===== config.mk =====
export PLATFORM = sky130hd
export DESIGN_NAME = ram_frame_ctrl
export DESIGN_NICKNAME = d
export VERILOG_FILES = /design/src/rtl/ram_frame_pkg.sv /design/src/rtl/ram_frame_ctrl.sv
export SDC_FILE = /design/constraint.sdc
export NUM_CORES = 1
export LEC_CHECK = 0
export CAP_MARGIN = 15
export CORE_ASPECT_RATIO = 1.2
export CORE_MARGIN = 2
export CORE_UTILIZATION = 24
export DETAILED_ROUTE_END_ITERATION = 7
export PLACE_DENSITY = 0.84
export RECOVER_POWER = 50
export SKIP_CTS_REPAIR_TIMING = 1
export SYNTH_ARGS = -nofsm -noshare
export SYNTH_HDL_FRONTEND = slang
export SYNTH_SLANG_ARGS = --single-unit
export TNS_END_PERCENT = 100

===== constraint.sdc =====
create_clock -name clk -period 1.2 [get_ports clk]
set_clock_uncertainty 0.1 [all_clocks]
set_input_delay 0.18 -clock clk [delete_from_list [all_inputs] [get_ports clk]]
set_output_delay 0.18 -clock clk [all_outputs]
set_load 0.005 [all_outputs]

===== src/rtl/ram_frame_pkg.sv =====
// Shared types and defaults for the stream-to-RAM frame buffer controller.
// The controller alternates between filling the RAM and draining it back out.
package ram_frame_pkg;

    localparam int RF_ADDR_W = 2;
    localparam int RF_DATA_W = 8;

    typedef enum logic {
        FILL  = 1'b0,
        DRAIN = 1'b1
    } state_t;

    function automatic int depth_of(input int addr_w);
        return 1 << addr_w;
    endfunction

endpackage


===== src/rtl/ram_frame_ctrl.sv =====
// Frame buffer controller: writes one frame of bytes into a single-port RAM,
// then reads it back in order; the RAM port is owned by exactly one phase at a time.
module ram_frame_ctrl
    import ram_frame_pkg::*;
#(
    parameter int ADDR_W = RF_ADDR_W,
    parameter int DATA_W = RF_DATA_W
) (
    input  logic              clk,
    input  logic              rst_n,
    input  logic              in_valid,
    input  logic [DATA_W-1:0] in_data,
    input  logic              in_last,
    output logic              in_ready,
    output logic              out_valid,
    output logic [DATA_W-1:0] out_data,
    output logic              out_last,
    input  logic              out_ready,
    output logic              busy,
    output logic [ADDR_W-1:0] ram_addr,
    output logic              ram_wr_en,
    output logic [DATA_W-1:0] ram_wr_data,
    input  logic [DATA_W-1:0] ram_rd_data
);

    localparam int                DEPTH    = depth_of(ADDR_W);
    localparam logic [ADDR_W-1:0] LAST_IDX = ADDR_W'(DEPTH - 1);

    state_t            r_state;
    state_t            w_state_nxt;
    logic [ADDR_W-1:0] r_ptr;
    logic [ADDR_W-1:0] w_ptr_nxt;
    logic [ADDR_W-1:0] r_len;
    logic [ADDR_W-1:0] w_len_nxt;
    logic              w_in_acc;
    logic              w_out_acc;
    logic              w_at_last;

    assign w_in_acc  = in_valid & in_ready;
    assign w_out_acc = out_valid & out_ready;
    assign w_at_last = (r_ptr == r_len);

    always_ff @(posedge clk or negedge rst_n) begin
        if (!rst_n) begin
            r_state <= FILL;
            r_ptr   <= '0;
            r_len   <= '0;
        end else begin
            r_state <= w_state_nxt;
            r_ptr   <= w_ptr_nxt;
            r_len   <= w_len_nxt;
        end
    end

    // A frame closes on in_last or when the RAM is full; len keeps the index of the final byte.
    always_comb begin
        w_state_nxt = r_state;
        w_ptr_nxt   = r_ptr;
        w_len_nxt   = r_len;
        case (r_state)
            FILL: begin
                if (w_in_acc) begin
                    if (in_last || (r_ptr == LAST_IDX)) begin
                        w_len_nxt   = r_ptr;
                        w_ptr_nxt   = '0;
                        w_state_nxt = DRAIN;
                    end else begin
                        w_ptr_nxt = r_ptr + 1'b1;
                    end
                end
            end
            DRAIN: begin
                if (w_out_acc) begin
                    if (w_at_last) begin
                        w_ptr_nxt   = '0;
                        w_state_nxt = FILL;
                    end else begin
                        w_ptr_nxt = r_ptr + 1'b1;
                    end
                end
            end
            default: begin
                w_state_nxt = FILL;
                w_ptr_nxt   = '0;
            end
        endcase
    end

    // in_ready is gated by rst_n so nothing is accepted or written while held in reset.
    always_comb begin
        in_ready    = 1'b0;
        out_valid   = 1'b0;
        out_last    = 1'b0;
        busy        = 1'b0;
        ram_wr_en   = 1'b0;
        ram_addr    = r_ptr;
        ram_wr_data = in_data;
        out_data    = ram_rd_data;
        case (r_state)
            FILL: begin
                in_ready  = rst_n;
                ram_wr_en = in_valid & rst_n;
            end
            DRAIN: begin
                out_valid = 1'b1;
                out_last  = w_at_last;
                busy      = 1'b1;
            end
            default: begin
                in_ready = 1'b0;
            end
        endcase
    end

endmodule


Yosys cells after proc, flatten, opt, wreduce, memory -nomap -nowiden
Index checks and enable logic that the tools add are counted.
{ "classes": {"reduce_logical": 3, "add_sub_neg": 1, "bitwise": 4, "n_eq_ne": 4, "muxes": 14} }
{ "ops": {"columns": ["op", "count"], "rows": [
  ["1-bit two-way mux", 8],
  ["2-bit two-way mux", 4],
  ["2-bit one-hot mux with 2 select lines", 1],
  ["1-bit AND", 3],
  ["3-bit AND reduction", 1],
  ["2-bit by 1-bit adder with 2-bit output, second input constant", 1],
  ["2-bit equality test", 1],
  ["2-bit equality test, second input constant", 1],
  ["2-bit by 1-bit != test with 1-bit output, second input constant", 1],
  ["2-bit != test, second input constant", 1],
  ["1-bit one-hot mux with 2 select lines", 1],
  ["2-bit AND reduction", 1],
  ["1-bit logical OR", 1],
  ["1-bit NOT", 1]
]} }
{ "totals": {"elab_cells": 29, "output_inout_bits": 23, "register_bits": 5} }

Depth between registers and ports, before layout
Gate-level depths: netlist of run 1.
{ "logic_depth": {"ltp_word": 5, "mapped_depth": 4} }

Worst setup path before layout of run 1
No wires, ideal clock.
{ "synth_path": {"kind": "register to register", "from": "reg r_ptr[0] (netlist: ram_addr[0])", "to": "reg r_len[0]", "n_path_buf": 0, "stages_incl_launch_ff": 5, "synth_period_minus_slack_ns": 1.327, "setup_ns": 0.125, "arrival_ns": 1.103, "setup_slack_ns": -0.127, "required_time_ns": 0.975, "path_cell_list": "dfrtp_1 ha_1 nor2_1 nor2_1 mux2_2"} }
{ "synth_between": {"elab_chain_cells": 3} }
{ "synth_lines": {"columns": ["item", "line", "rtl"], "rows": [
  ["from (decl)", "ram_frame_ctrl.sv:31", "logic [ADDR_W-1:0] r_ptr;"],
  ["from (signal assigned)", "ram_frame_ctrl.sv:50", "r_ptr <= w_ptr_nxt;"],
  ["2-bit equality test", "ram_frame_ctrl.sv:63", "if (in_last || (r_ptr == LAST_IDX)) begin"],
  ["1-bit logical OR", "ram_frame_ctrl.sv:63", null],
  ["3-bit AND reduction (no source line)", null, null],
  ["to (signal assigned)", "ram_frame_ctrl.sv:51", "r_len <= w_len_nxt;"],
  ["to (decl)", "ram_frame_ctrl.sv:33", "logic [ADDR_W-1:0] r_len;"]
]} }
Several ways; a longest one is shown, not always the timed one.
A chain may end at the register's enable or synchronous reset.

Final worst setup path of run 1
{ "layout_path": {"from": "reg r_len[0]", "to": "out out_last"} }
{ "layout_between": {"elab_chain_cells": 2} }
{ "layout_lines": {"columns": ["item", "line", "rtl"], "rows": [
  ["2-bit equality test", "ram_frame_ctrl.sv:41", "assign w_at_last = (r_ptr == r_len);"],
  ["1-bit two-way mux", "ram_frame_ctrl.sv:99", "case (r_state)"],
  ["to (decl)", "ram_frame_ctrl.sv:17", "output logic out_last,"]
]} }
No other way between the ends.

==> metrics.md, run 1 <==
| Metric | Value |
|---|---|
| Hold Path End | `out_data[1]` |
| Crit path launch type | `flip-flop` |
| Yosys Warn Count | `0` |
| Die Width | `41.8 µm` |
| CTS tree | `yes` |
| Hold Path Class | `primary input to output pin` |
| Core region area | `0.00162 mm²` |
| Tot Pwr | `1.50 mW` |
| CTS buffer count | `3` |
| Number of cells on the worst hold path | `0` |
| FF-to-FF End | `r_len[1]` |
| Clock root buffer | `clkbuf_4` |
| Total Nets Final | `81` |
| Number of cells after detailed placement | `64` |
| CTS max path bufs | `2` |
| Post-layout min period | `1.48 ns` |
| WP data arrival | `1.20 ns` |
| Ratio of cells with drive above 1 in the final layout | `65.5%` |
| Post-DP HPWL | `662 µm` |
| Final WL | `914 µm` |
| Port buffer count | `11` |
| Via count | `323` |
| Reg2Reg Launch Point | `ram_addr[1]` |
| Slowest cell on the critical path | `dfrtp_1` |
| Most Crowded Layer GR | `met2` |
| Number of global-route vias before repair | `314` |
| Setup TNS | `-1.73 ns` |
| H-tree levels | `1` |
| Synth-to-layout area growth | `58.7%` |
| Met2 Usage GRT | `14.3%` |
| Filler instances | `158` |
| Antenna Nets Post-Route | `0` |
| Post-route cell area | `653 µm²` |
| Die height | `49.4 µm` |
| CP max stage delay | `0.40 ns` |
| Critical path, cell by cell | `xor2_2 -> nor3b_2 -> buf_2` |
| Status | `finished, violations left` |
| Gate Count Post-Synth | `43` |
| Maxcap violations | `0` |
| Slew @ Worst Pin | `0.197 ns` |
| Final worst slack | `-0.276 ns` |
| Critical Path RT | `0.92 ns` |
| Gr usage total | `8.56%` |
| CP Capture Type | `output pin` |
| CTS Sinks | `5` |
| Antenna cells | `0` |
| Reg clk slew, reported paths | `0.05 ns` |
| Final period util | `123%` |
| Leakage | `0.351 nW` |
| WS Path Type | `flip-flop to output pin` |
| Reg2reg setup slack | `-0.25 ns` |
| Grt total ovfl | `0` |
| Clock Latency Late Sink | `0.24 ns` |
| DR DRC count | `0` |
| Post-layout util | `40.3%` |
| Num ports | `44` |
| Dpl cell area | `497 µm²` |
| Max_slew headroom | `86.8%` |
| Post-synthesis sequential area ratio | `30.4%` |
| Final count of negative-setup-slack endpoints | `12` |
| Die ar. | `0.00206 mm²` |
| Vias per inst | `4.25` |
| Final Max Tran Viols | `0` |
| Initial core utilization | `25.4%` |
| Largest net degree at the start of global routing | `6` |
| Maximum VDD drop | `1.22 mV` |
| Iteration-0 DRC count of the detailed router | `1` |
| Critical path peak fanout | `2` |
| DR pass1 iterations | `2` |
| WL/cell | `12.0 µm` |
| Worst reg2reg path depth | `5` |
| First-pass GRT wire length | `1300 µm` |
| Mapped Area | `412 µm²` |
| RSZ-0062 raised after global routing | `true` |
| Initial antenna violation count | `0` |
| Non-Filler Instances | `76` |
| GR Layer Usage met1 | `7.64%` |
| Syn nets | `65` |
| PwrDens | `2300 mW/mm²` |
| Synth unique cells | `15` |
| Hold path start | `ram_rd_data[1]` |
| # rows | `16` |
| Placer Congestion | `0.726` |
| Max Fclk | `678 MHz` |
| GR Util met3 | `5.56%` |
| Failing checks | `negative setup slack` |
| Syn avg cell area | `9.57 µm²` |
| Final Hold Vio Count | `0` |
| Seq cells post-synth | `5` |
-- worst max-delay path, delay by kind of cell, from the launching register on --
kind,cells,cell delay (ns)
xor gates and xnor gates,1,0.19
and+or+nand+nor,1,0.22
buffers and inverters,1,0.14
DFF,1,0.40
-- worst max-delay path by stage --
stage	from	to	slack, ns	cells past startpoint
final	r_len[0]	out_last	-0.28	3
after global routing	r_len[0]	out_last	-0.34	3
after CTS	r_len[1]	out_last	-0.68	3
after detailed placement	rst_n	in_ready	-0.46	3
after global placement	rst_n	ram_wr_en	-0.45	4
after floorplan	ram_addr[0]	r_len[0]	-0.08	4
-- power by group --
group / switching [mW] / internal [mW] / leakage (nW)
clock network: 0.0703 / 0.126 / 0.0150
registers: 0.0735 / 0.244 / 0.0638
logic: 0.372 / 0.614 / 0.272
total: 0.516 / 0.984 / 0.351
-- cells in the final DEF (no fill, tap or decap), drive strengths merged --
master	n
xor2	2
clkdlybuf4s50	3
dlygate4sd3	1
clkbuf	7
mux2	2
nor2b	1
buf	18
ha	1
inv	3
dlymetal6s2s	3
o31ai	3
a21boi	1
nand3b	1
dfrtp	5
nor2	2
o21ai	1
nor3b	1
nand2	1
nand3	2
-- sequential cells by signal, indices dropped and copies added (netlist names) --
signal / count
r_len: 2
ram_addr: 2
r_state: 1
-- metal layers --
metal  up-vias  wire length (µm)
met5         -                 0
met4         0                 0
met3         0               108
met2        19               478
met1       151               328
li1        153                 -
-- Yosys cell counts --
| cell type | n | area, µm² |
|---|---|---|
| buf_4 | 17 | 128 |
| dfrtp_1 | 5 | 125 |
| inv_1 | 3 | 11.3 |
| o31ai_1 | 3 | 22.5 |
| mux2_2 | 2 | 22.5 |
| nand3_1 | 2 | 10.0 |
| nor2_1 | 2 | 7.51 |
| xor2_1 | 2 | 17.5 |
| a21boi_0 | 1 | 7.51 |
| ha_1 | 1 | 12.5 |
| nand2_1 | 1 | 3.75 |
| nand3b_4 | 1 | 20.0 |
| nor2b_1 | 1 | 6.26 |
| nor3b_2 | 1 | 12.5 |
| o21ai_0 | 1 | 5.00 |
-- cells by family (layout without fill, tap and decap cells) --
| logic type | Yosys count | in the layout | share of synthesized area, % |
|---|---|---|---|
| xor gates and xnor gates | 2 | 2 | 4.26 |
| buffers and inverters | 20 | 35 | 33.7 |
| AOI/OAI and AO/OA | 5 | 5 | 8.51 |
| and+or+nand+nor | 8 | 8 | 14.6 |
| muxes | 2 | 2 | 5.47 |
| DFF | 5 | 5 | 30.4 |
| adders and majority gates | 1 | 1 | 3.04 |
-- stage by stage --
stage / hold slack [ns] / setup WS [ns]
floorplan: -0.216 / -0.0830
CTS: 0.230 / -0.678
global route: 0.260 / -0.338
global placement: 0.260 / -0.449
detailed placement: 0.260 / -0.461
finish: 0.260 / -0.276
-- final cells by class --
cell class / count / area [µm²] / area share [%]
Clock buffer: 4 / 26.3 / 4.02
Timing Repair Buffer: 28 / 244 / 37.4
Tap cell: 18 / 22.5 / 3.45
Multi-Input combinational cell: 18 / 224 / 34.3
Sequential cell: 5 / 125 / 19.2
Inverter: 3 / 11.3 / 1.72
(Power assumes the default switching activity.)
==> run 2: changes to the inputs <==
--- a/config.mk
+++ b/config.mk
@@ -9,6 +9,7 @@
 export CORE_ASPECT_RATIO = 1.2
 export CORE_MARGIN = 2
 export CORE_UTILIZATION = 24
+export CTS_CLUSTER_DIAMETER = 150
 export DETAILED_ROUTE_END_ITERATION = 7
 export PLACE_DENSITY = 0.84
 export RECOVER_POWER = 50
==> results of run 2 <==
Final layout, timing and power as in run 1 (identical DEF).
